`config.mk`:
```
export PLATFORM = sky130hd
export DESIGN_NAME = move_key_arbiter
export DESIGN_NICKNAME = d
export VERILOG_FILES = /design/src/rtl/move_key_arbiter.sv
export SDC_FILE = /design/constraint.sdc
export NUM_CORES = 1
export LEC_CHECK = 0
export BUFFER_PORTS_ARGS = -buffer_cell sky130_fd_sc_hd__buf_2
export CORE_ASPECT_RATIO = 0.7
export CORE_MARGIN = 2
export CORE_UTILIZATION = 55
export DETAILED_ROUTE_END_ITERATION = 7
export GPL_ROUTABILITY_DRIVEN = 0
export PLACE_DENSITY = 0.87
export SYNTH_ARGS = -nofsm -noshare
export SYNTH_HDL_FRONTEND = slang
export SYNTH_SLANG_ARGS = --single-unit
```
`constraint.sdc`:
```
create_clock -name Clk -period 3.08 [get_ports Clk]
set_input_delay 0.308 -clock Clk [delete_from_list [all_inputs] [get_ports Clk]]
set_output_delay 0.308 -clock Clk [all_outputs]
set_load 0.01 [all_outputs]
```
`src/rtl/move_key_arbiter.sv`:
```
// move_key_arbiter
//   Resolves the four held-key slots of the keyboard report into one movement
//   direction per ball sprite, once per frame. Player 1 is driven by WASD
//   (codes set by the P1_* parameters), player 2 by the arrow keys. Both
//   outputs use the arrow convention: 82 up, 80 left, 81 down, 79 right, 0 none.
//
// Ports
//   Clk                 system clock, all logic on the rising edge
//   Reset               synchronous, active-high reset
//   frame_clk           frame strobe (synchronous to Clk); rising edge starts a scan
//   keycode0..keycode3  held-key slots, 0 = empty
//   p1_keycode          player 1 direction
//   p2_keycode          player 2 direction
//   cmd_valid           one-cycle pulse when p1/p2_keycode have just been updated
//   busy                high while a scan or commit is in progress
module move_key_arbiter #(
    parameter logic [7:0] P1_UP    = 8'd26,
    parameter logic [7:0] P1_LEFT  = 8'd4,
    parameter logic [7:0] P1_DOWN  = 8'd22,
    parameter logic [7:0] P1_RIGHT = 8'd7,
    parameter bit         STICKY   = 1'b1
) (
    input  logic       Clk,
    input  logic       Reset,
    input  logic       frame_clk,
    input  logic [7:0] keycode0,
    input  logic [7:0] keycode1,
    input  logic [7:0] keycode2,
    input  logic [7:0] keycode3,
    output logic [7:0] p1_keycode,
    output logic [7:0] p2_keycode,
    output logic       cmd_valid,
    output logic       busy
);

    localparam logic [7:0] K_UP    = 8'd82;
    localparam logic [7:0] K_LEFT  = 8'd80;
    localparam logic [7:0] K_DOWN  = 8'd81;
    localparam logic [7:0] K_RIGHT = 8'd79;

    typedef enum logic [1:0] {IDLE, SCAN, COMMIT} state_t;

    state_t           state, state_nxt;
    logic             fr_q;
    logic             tick;
    logic [3:0][7:0]  shadow;
    logic [1:0]       idx;
    logic [7:0]       cur_key;
    logic [7:0]       p1_code, p2_code;

    // per-player scan results
    logic             p1_found, p2_found;
    logic [7:0]       p1_first, p2_first;
    logic             p1_keep, p2_keep;

    // Player 1 keys are remapped onto the arrow convention; 0 means "not ours".
    function automatic logic [7:0] xlate_p1(input logic [7:0] k);
        logic [7:0] r;
        r = 8'd0;
        if      (k == P1_UP)    r = K_UP;
        else if (k == P1_LEFT)  r = K_LEFT;
        else if (k == P1_DOWN)  r = K_DOWN;
        else if (k == P1_RIGHT) r = K_RIGHT;
        return r;
    endfunction

    function automatic logic [7:0] xlate_p2(input logic [7:0] k);
        logic [7:0] r;
        r = 8'd0;
        if (k == K_UP || k == K_LEFT || k == K_DOWN || k == K_RIGHT)
            r = k;
        return r;
    endfunction

    // fr_q resets high so a frame_clk held high through reset is not a tick
    assign tick    = frame_clk & ~fr_q;
    assign busy    = (state != IDLE);
    assign cur_key = shadow[idx];
    assign p1_code = (cur_key == 8'd0) ? 8'd0 : xlate_p1(cur_key);
    assign p2_code = xlate_p2(cur_key);

    always_ff @(posedge Clk) begin
        if (Reset) state <= IDLE;
        else       state <= state_nxt;
    end

    always_comb begin
        state_nxt = state;
        case (state)
            IDLE:    if (tick) state_nxt = SCAN;
            SCAN:    if (idx == 2'd3) state_nxt = COMMIT;
            COMMIT:  state_nxt = IDLE;
            default: state_nxt = IDLE;
        endcase
    end

    always_ff @(posedge Clk) begin
        if (Reset) begin
            fr_q       <= 1'b1;
            shadow     <= '0;
            idx        <= 2'd0;
            p1_found   <= 1'b0;
            p2_found   <= 1'b0;
            p1_first   <= 8'd0;
            p2_first   <= 8'd0;
            p1_keep    <= 1'b0;
            p2_keep    <= 1'b0;
            p1_keycode <= 8'd0;
            p2_keycode <= 8'd0;
            cmd_valid  <= 1'b0;
        end else begin
            fr_q      <= frame_clk;
            cmd_valid <= 1'b0;
            case (state)
                IDLE: begin
                    // ticks outside IDLE are dropped, never queued
                    if (tick) begin
                        shadow   <= {keycode3, keycode2, keycode1, keycode0};
                        idx      <= 2'd0;
                        p1_found <= 1'b0;
                        p2_found <= 1'b0;
                        p1_first <= 8'd0;
                        p2_first <= 8'd0;
                        p1_keep  <= 1'b0;
                        p2_keep  <= 1'b0;
                    end
                end
                SCAN: begin
                    idx <= idx + 2'd1;
                    // sticky match beats first-found, so a held key keeps its
                    // direction even when an opposite key sits in a lower slot
                    if (p1_code != 8'd0) begin
                        if (STICKY && p1_code == p1_keycode) p1_keep <= 1'b1;
                        else if (!p1_found) begin
                            p1_first <= p1_code;
                            p1_found <= 1'b1;
                        end
                    end
                    if (p2_code != 8'd0) begin
                        if (STICKY && p2_code == p2_keycode) p2_keep <= 1'b1;
                        else if (!p2_found) begin
                            p2_first <= p2_code;
                            p2_found <= 1'b1;
                        end
                    end
                end
                COMMIT: begin
                    if (!p1_keep) p1_keycode <= p1_found ? p1_first : 8'd0;
                    if (!p2_keep) p2_keycode <= p2_found ? p2_first : 8'd0;
                    cmd_valid <= 1'b1;
                end
                default: ;
            endcase
        end
    end

endmodule
```
==> run summary, run 1 <==
Status: complete, no violations
Boundary Pins: 53
Crit path time final: 2790 ps
CTS tree: done
CP Max Fanout: 12
Mean area per synthesized cell: 8.57 um2
First-pass GRT wire length: 11600 um
Reg2reg end: p2_first[2]
DIE WIDTH: 93.7 um
CP Capture Type: register
Clock power frac: 0.434
FF-to-FF path depth: 8
Most frequent cell after synthesis: nand2_1
Drt first pass iters: 5
Clock buffer depth: 2
Vias in the first global route: 2509
Worst Tran Pin Value: 521 ps
Hold Path Sink: fr_q
Critical path class: reg2reg
Power Density: 523 nW/um2
Final #Nets: 438
TritonCTS buffer count: 9
CTS clk-pin slew, worst paths: 70 ps
Clock sinks: 68
Initial drt markers: 160
Reg2reg setup slack: 290 ps
Fmax: 359 MHz
Tcrit/Tclk final: 0.905
Max cap viols: 0
Ys Warns: 0
Arr. time, crit path: 3090 ps
P_leak: 1.36 nW
Die Footprint: 6250 um2
Relative slew slack: 0.652
Initial antenna violation count: 0
FF-to-FF Start: idx[0]
Die H: 66.8 um
Final setup vio count: 0
Comb pwr share: 0.073
Sw Share: 0.237
Row count: 22
IO Port Bufs: 50
Global route overflow: 0
Total track usage: 0.243
Startpoint Class: register
Tot Pwr: 1.84 mW
Internal power: 1.41 mW
Final hold vios: 0
Setup TNS: 0 ps
Skew final: 5.86 ps
Share of cells above drive strength 1: 0.233
Post-DP HPWL: 4860 um
Synth unique cells: 55
Post-route antenna net violation count: 0
Vias per cell: 5.63
Synth area leaders: dfxtp_1 44%, nand2_1 11%, a21oi_1 7.9%, mux4_2 4.4%, nor2_1 2.5%
Hold path cells: 2
Slew Limit Fails: 0
Area grow syn2layout: 13.8%
Final instance area: 3520 um2
Initial Util: 0.580
Sequential Power Share: 0.494
WL/cell: 14.5 um
CP Data Required Time: 3380 ps
Post-synthesis register bit count: 68
Async SR Flop Fraction: 0
Peak VDD IR: 0.355 mV
Ys flop type: dfxtp_1
Min-delay src: frame_clk
Cell chain of the critical path: mux4_2 > and3_1 > a22oi_1 > nand3b_4 > mux2i_1 > o21ai_1 > nor3_1 > a22o_1
Slowest cell on crit path: mux4_2
Largest area contributor in the netlist: dfxtp_1
CP peak stage delay: 670 ps
Placed Area: 3310 um2
Synth top area share: 0.440
Hold Crit Class: in2reg
Seq/Total Area, Yosys: 0.440
Largest net degree at the start of global routing: 35
Drt total wl: 6970 um
Mapped cell area: 3100 um2
Sw Pwr: 0.436 mW
Remaining DRCs: 0
Core area: 5340 um2
Synth cell count leaders: 87 x nand2_1, 68 x dfxtp_1, 49 x a21oi_1, 21 x nor2_1, 15 x nand3_1
RSZ-0062 raised after global routing: no
Post-Syn Instances: 361
N_diodes: 0
Clock latency on the worst-skew pair: 360 ps
Via count: 2696
Post-synth EDFFs: 0
H-tree levels: 3
Setup Buffers After CTS: 0
Root buf cell: clkbuf_8
-- metrics by stage --
stage | std cells | util | hold WS [ps] | setup WS, ps
after floorplan | 362 | - | 415 | 620
after global placement | 463 | 0.619 | 439 | 360
after detailed placement | 463 | 0.619 | 447 | 225
after CTS | 479 | 0.659 | 140 | 210
after global routing | 479 | 0.660 | 148 | 115
final | 479 | 0.660 | 149 | 294
-- flip-flops by register name, indices dropped and copies added (netlist names) --
register and flops:
p2_found 1, idx 2, state 2, p1_first 5, fr_q 1, p1_keep 1
p2_keep 1, p1_found 1, cmd_valid 1, p1_keycode 5, p2_first 8, p2_keycode 8
shadow 32
-- power groups by stage --
stage                     Combinational [mW]  Clock (mW)  Sequential (mW)
after floorplan                        0.101           0            0.923
after global placement                 0.128           0            0.928
after detailed placement               0.132           0            0.929
after CTS                              0.133       0.807            0.909
after global routing                   0.149       0.851            0.911
final                                  0.134       0.798            0.909
-- cell usage in the layout (no fill, tap or decap), types with 5 or more instances in the layout --
| master | count |
|---|---|
| nand2b_1 | 5 |
| nor2_1 | 21 |
| inv_1 | 5 |
| nand3_1 | 15 |
| xor2_1 | 5 |
| a21oi_1 | 49 |
| o21ai_1 | 6 |
| or2_2 | 5 |
| buf_2 | 50 |
| mux4_2 | 6 |
| nand2_1 | 87 |
| clkbuf_8 | 9 |
| a22o_1 | 6 |
| dfxtp_1 | 67 |
-- worst max path at each step --
| stage | startpoint | endpoint | slack [ps] | cells past startpoint |
|---|---|---|---|---|
| 5_1_grt | idx[0] | p2_first[1] | 110 | 8 |
| 2_1_floorplan | idx[0] | p2_first[0] | 620 | 10 |
| 6_report | idx[0] | p2_first[2] | 290 | 8 |
| 3_3_place_gp | idx[0] | p2_first[1] | 360 | 8 |
| 4_1_cts | idx[0] | p2_first[2] | 210 | 8 |
| 3_5_place_dp | idx[0] | p2_first[0] | 220 | 8 |
-- per-layer routing --
layer / wire [um] / global-route usage
met5: 0 / 0
met4: 154 / 0.0870
met3: 622 / 0.0939
met2: 3190 / 0.387
met1: 3000 / 0.302
-- critical path, delay by kind of cell (launching register included) --
kind	cells	cell delay [ps]
mux	2	930
simple gates	3	840
compound gates	3	520
flops	1	460
-- cell families after synthesis --
family / synth area share
XOR/XNOR: 0.0222
AO/OA/AOI/OAI: 0.150
multiplexers: 0.0635
buffers and inverters: 0.0598
other: 0.00121
AND/OR/NAND/NOR: 0.259
flip-flops: 0.440
adder cells (fa/ha/maj): 0.00404
-- repair_timing --
action / CTS / global route
gates resized for setup: 0 / 1
hold buffers: 0 / 0
setup endpoints to repair: 0 / 4
endpoints found under the hold margin: 0 / 0
-- final cells by class --
class                           count  area (um2)
Clock buffer                        9         124
Timing Repair Buffer               54         280
Fill cell                         467        1820
Tap cell                           72        90.1
Inverter                            5        18.8
Clock inverter                      7        91.3
Multi-Input combinational cell    264        1560
Sequential cell                    68        1360
Note: power is estimated with default switching activity, not from simulation.
==> run 2, diff against run 1 <==
--- a/config.mk
+++ b/config.mk
@@ -5,13 +5,14 @@
 export SDC_FILE = /design/constraint.sdc
 export NUM_CORES = 1
 export LEC_CHECK = 0
+export ABC_CLOCK_PERIOD_IN_PS = 3080
 export BUFFER_PORTS_ARGS = -buffer_cell sky130_fd_sc_hd__buf_2
 export CORE_ASPECT_RATIO = 0.7
 export CORE_MARGIN = 2
-export CORE_UTILIZATION = 55
+export CORE_UTILIZATION = 49
 export DETAILED_ROUTE_END_ITERATION = 7
 export GPL_ROUTABILITY_DRIVEN = 0
-export PLACE_DENSITY = 0.87
+export PLACE_DENSITY = 0.8
 export SYNTH_ARGS = -nofsm -noshare
 export SYNTH_HDL_FRONTEND = slang
 export SYNTH_SLANG_ARGS = --single-unit
==> run 2 against run 1 <==
  * Critical path depth is the same
  * Combinational power barely moved
  * First-iteration DRC count shrank 34%
  * Flip-flop and latch count stayed put
  * Largest power group unchanged
  * Power shrank 3.2%
  * Die area grew 12%
==> run summary, run 2 (synthesized netlist as in run 1, its figures left out) <==
Commonest cells after routing, fill and taps aside: 87 x nand2_1, 67 x dfxtp_1, 50 x buf_2, 49 x a21oi_1, 21 x nor2_1
Via count: 2598
Drt total wl: 6910 um
Remaining DRCs: 0
Hold path cells: 2
Clock sinks: 68
Reg2reg setup slack: 340 ps
Fillers: 561
Area occupied by multi-input gates: 1560 um2
Relative slew slack: 0.610
Setup Buffers After CTS: 0
Fmax: 365 MHz
Final hold vios: 0
Skew final: 9.06 ps
Reg2reg end: p2_first[3]
Most flops, register: shadow
Slew Limit Fails: 0
Vias per cell: 5.36
IO Port Bufs: 50
Met3 WL post-DR: 397 um
Initial antenna violation count: 0
Critical path class: reg2reg
Final setup vio count: 0
Hold Crit Class: in2reg
Area grow syn2layout: 13.6%
Final #Nets: 438
Clock buffer depth: 2
DIE WIDTH: 99 um
Power Density: 507 nW/um2
N_diodes: 0
CP Capture Type: register
P_leak: 1.35 nW
DRT met1 WL: 3270 um
Die H: 70.5 um
Arr. time, crit path: 3040 ps
Global route overflow: 0
Drt first pass iters: 5
Final core occ: 0.571
RSZ-0062 raised after global routing: no
Max cap viols: 0
FF-to-FF path depth: 8
Largest net degree at the start of global routing: 35
Root buf cell: clkbuf_8
Boundary Pins: 53
CP Max Fanout: 12
TritonCTS buffer count: 9
Status: complete, no violations
Row count: 24
FF-to-FF Start: idx[0]
Startpoint Class: register
Clock latency on the worst-skew pair: 360 ps
Initial Util: 0.503
Core area: 6160 um2
Tcrit/Tclk final: 0.890
CTS clk-pin slew, worst paths: 70 ps
CP peak stage delay: 680 ps
Met2 wire len: 3190 um
Worst Setup SP: idx[0]
Min-delay src: frame_clk
Total track usage: 0.210
Setup TNS: 0 ps
Cell chain of the critical path: mux4_2 > and3_1 > a22oi_1 > nand3b_4 > mux2i_1 > o21ai_1 > nor3_1 > a22o_1
Highest routed layer: met4
Reg area: 1360 um2
Largest regs: shadow (32), p2_first (8), p2_keycode (8)
Vias in the first global route: 2567
Die Footprint: 6980 um2
Post-route antenna net violation count: 0
Commonest non-fill, non-tap cell in the layout: nand2_1
Slowest cell on crit path: mux4_2
CTS tree: done
CP Data Required Time: 3380 ps
Share of cells above drive strength 1: 0.233
Hold Path Sink: fr_q
Peak VDD IR: 0.273 mV
WL/cell: 14.3 um
Initial drt markers: 105
Largest register FFs: 32
H-tree levels: 3
Post-DP HPWL: 4750 um
Worst Tran Pin Value: 585 ps
Crit path time final: 2740 ps
First-pass GRT wire length: 11600 um
-- run 2: changes by cell type in the layout (fill, tap and decap cells not counted), sizes merged --
cell      delta
clkinv       -1
bufinv       -1
clkinvlp     +1
clkbuf       +1
-- run 2: timing repair --
item                       CTS  global route
setup endpoints to repair    0             5
hold buffers                 0             0
hold endpoints to repair     0             0
resized for setup            0             1
-- run 2: per-layer routing --
layer,up-vias,GRT usage
li1,1314,-
met2,74,0.334
met3,5,0.0681
met1,1205,0.271
met5,-,0
met4,0,0.0731
-- run 2: area by class of cell --
class	count	area share
inverter	5	0.00534
tap	78	0.0278
sequential	68	0.388
timing repair buffer	54	0.0797
clock buffer	10	0.0391
clock inverter	6	0.0181
multi-input combinational	264	0.442
-- run 2: worst max path at each step --
| stage | endpoint | depth (start not counted) |
|---|---|---|
| floorplan | p2_first[0] | 10 |
| global placement | p2_first[4] | 8 |
| detailed placement | p2_first[0] | 8 |
| CTS | p2_first[3] | 8 |
| global route | p2_first[2] | 8 |
| finish | p2_first[3] | 8 |
-- run 2: where the power goes --
group	internal [mW]	total [mW]	switching, mW
sequential	0.897	0.909	0.0121
combinational	0.0561	0.134	0.0776
clock	0.394	0.740	0.346
-- run 2: through the flow --
stage | cells | area [um2] | power (mW) | hold WS [ps] | setup slack, ps
after CTS | 485 | 3510 | 1.80 | 136 | 201
after global placement | 469 | 3310 | 1.06 | 440 | 299
after detailed placement | 469 | 3310 | 1.06 | 444 | 208
after global routing | 485 | 3520 | 1.85 | 147 | 104
after floorplan | 362 | 3100 | 1.02 | 415 | 620
final | 485 | 3520 | 1.78 | 149 | 339
-- run 2: worst max-delay path: cells and delay by family, from the launching register on --
kind / cells / cell delay [ps]
AO/OA/AOI/OAI: 3 / 500
multiplexers: 2 / 910
flip-flops: 1 / 470
AND/OR/NAND/NOR: 3 / 800
==> run 3, diff against run 2 <==
--- a/config.mk
+++ b/config.mk
@@ -5,7 +5,7 @@
 export SDC_FILE = /design/constraint.sdc
 export NUM_CORES = 1
 export LEC_CHECK = 0
-export ABC_CLOCK_PERIOD_IN_PS = 3080
+export ABC_CLOCK_PERIOD_IN_PS = 2600
 export BUFFER_PORTS_ARGS = -buffer_cell sky130_fd_sc_hd__buf_2
 export CORE_ASPECT_RATIO = 0.7
 export CORE_MARGIN = 2
==> constraint.sdc (replaced) <==
create_clock -name Clk -period 2.6 [get_ports Clk]
set_input_delay 0.26 -clock Clk [delete_from_list [all_inputs] [get_ports Clk]]
set_output_delay 0.26 -clock Clk [all_outputs]
set_load 0.01 [all_outputs]
==> run 3 against run 2 <==
  * Power up 24%
  * Die area unchanged
  * Critical path depth up 1
  * Maximum frequency up 6.5%
  * Sequential share of layout area down 3.1 points
  * Sequential power up 18%
  * Core utilization up 5.1 points
  * Cell count up 3.1%
  * Global-route usage up 0.40 points
  * Non-clock buffer count up 15
  * First-iteration DRC count up 93%
  * Largest power group unchanged
==> run summary, run 3 (synthesized netlist as in run 1, its figures left out) <==
Status: complete, no violations
Total track usage: 0.214
Reg2reg end: p2_first[0]
First-pass GRT wire length: 11900 um
CTS tree: done
Skew final: 7.88 ps
N_diodes: 0
Commonest cells after routing, fill and taps aside: 87 x nand2_1, 67 x dfxtp_1, 50 x buf_2, 48 x a21oi_1, 21 x nor2_1
Fillers: 513
Initial Util: 0.503
Tcrit/Tclk final: 0.989
Clock latency on the worst-skew pair: 350 ps
Share of cells above drive strength 1: 0.301
CTS clk-pin slew, worst paths: 70 ps
Post-route antenna net violation count: 0
Worst Setup SP: idx[0]
Initial drt markers: 203
Drt first pass iters: 4
DIE WIDTH: 99 um
Hold Path Sink: fr_q
Clock sinks: 68
Largest net degree at the start of global routing: 35
Reg2reg setup slack: 30 ps
Reg area: 1370 um2
FF-to-FF Start: idx[0]
Global route overflow: 0
Power Density: 576 nW/um2
Commonest non-fill, non-tap cell in the layout: nand2_1
Min-delay src: frame_clk
CP Max Fanout: 7
Root buf cell: clkbuf_8
Most flops, register: shadow
Via count: 2687
Critical path class: reg2reg
Post-DP HPWL: 4840 um
FF-to-FF path depth: 9
Slew Limit Fails: 0
Final setup vio count: 0
CP Capture Type: register
Largest regs: shadow (32), p2_first (8), p2_keycode (8)
CP Data Required Time: 2890 ps
Final #Nets: 453
Area grow syn2layout: 23.6%
Clock buffer depth: 2
Max cap viols: 0
Final core occ: 0.622
Arr. time, crit path: 2860 ps
H-tree levels: 3
Peak VDD IR: 0.288 mV
Hold Crit Class: in2reg
Relative slew slack: 0.617
Area occupied by multi-input gates: 1710 um2
Boundary Pins: 53
WL/cell: 14.4 um
Largest register FFs: 32
Die Footprint: 6980 um2
Drt total wl: 7200 um
Hold path cells: 2
Row count: 24
Initial antenna violation count: 0
Core area: 6160 um2
Startpoint Class: register
RSZ-0062 raised after global routing: yes
P_leak: 1.48 nW
Die H: 70.5 um
IO Port Bufs: 50
Fmax: 389 MHz
Worst Tran Pin Value: 575 ps
Tot Pwr: 2.21 mW
TritonCTS buffer count: 9
Remaining DRCs: 0
Final hold vios: 0
Vias per cell: 5.37
Vias in the first global route: 2574
Crit path time final: 2570 ps
==> run 3: cell types whose count changed in the layout (fill, tap and decap cells not counted), moves of 2 or more <==
cell and delta:
clkbuf_8 +3, nor3_1 -2, nor3_2 +2, o32ai_2 +2, o32ai_1 -3, xor2_2 +2, xor2_1 -2, buf_4 +12
==> run 3: per-layer routing <==
| metal | up-vias | track usage | wire (um) |
|---|---|---|---|
| met5 | - | 0 | 0 |
| met4 | 0 | 0.0548 | 85 |
| met3 | 9 | 0.0791 | 446 |
| met2 | 79 | 0.317 | 3370 |
| met1 | 1260 | 0.298 | 3300 |
| li1 | 1339 | - | - |
==> run 3: worst max path at each step <==
stage,to,slack (ps)
after floorplan,p2_first[0],140
after global placement,p2_first[3],-6
after detailed placement,p2_first[0],-190
after CTS,p2_first[0],9
after global routing,p2_first[1],-110
final,p2_first[0],30
==> run 3: what timing repair did <==
action / in CTS / in global routing
setup buffers: 5 / 4
pin swaps: 1 / 7
endpoints found under the setup margin: 10 / 13
gates resized for setup: 5 / 22
hold buffers: 0 / 0
==> run 3: layout make-up <==
type,count,share of cell area
Inverter,5,0.00490
Clock inverter,3,0.0111
Tap cell,78,0.0255
Multi-Input combinational cell,264,0.446
Timing Repair Buffer,69,0.109
Sequential cell,68,0.357
Clock buffer,13,0.0467
==> run 3: power by group <==
group	total, mW	switching (mW)	internal, mW	leakage [nW]
registers	1.07	0.0118	1.06	0.551
clock network	0.939	0.394	0.546	0.112
logic	0.193	0.106	0.0871	0.812
==> run 3: critical path, cell delays in order, from the launching register on <==
cell      delay, ps
dfxtp_4         370
buf_8           130
mux4_2          550
buf_4           180
a2111o_1        420
nor3_2          150
a31oi_1         130
nand2b_4        170
a21oi_4         220
a22o_1          180
==> run 3: per-stage QoR <==
stage | setup WS (ps) | area (um2) | setup TNS (ps) | instances | hold WS, ps
finish | 27.3 | 3830 | 0 | 500 | 109
global route | -113 | 3830 | -905 | 500 | 89.4
CTS | 9.47 | 3650 | 0 | 496 | 97.2
detailed placement | -188 | 3370 | -797 | 475 | 445
global placement | -6.06 | 3370 | -21.0 | 475 | 441
floorplan | 140 | 3100 | 0 | 362 | 367
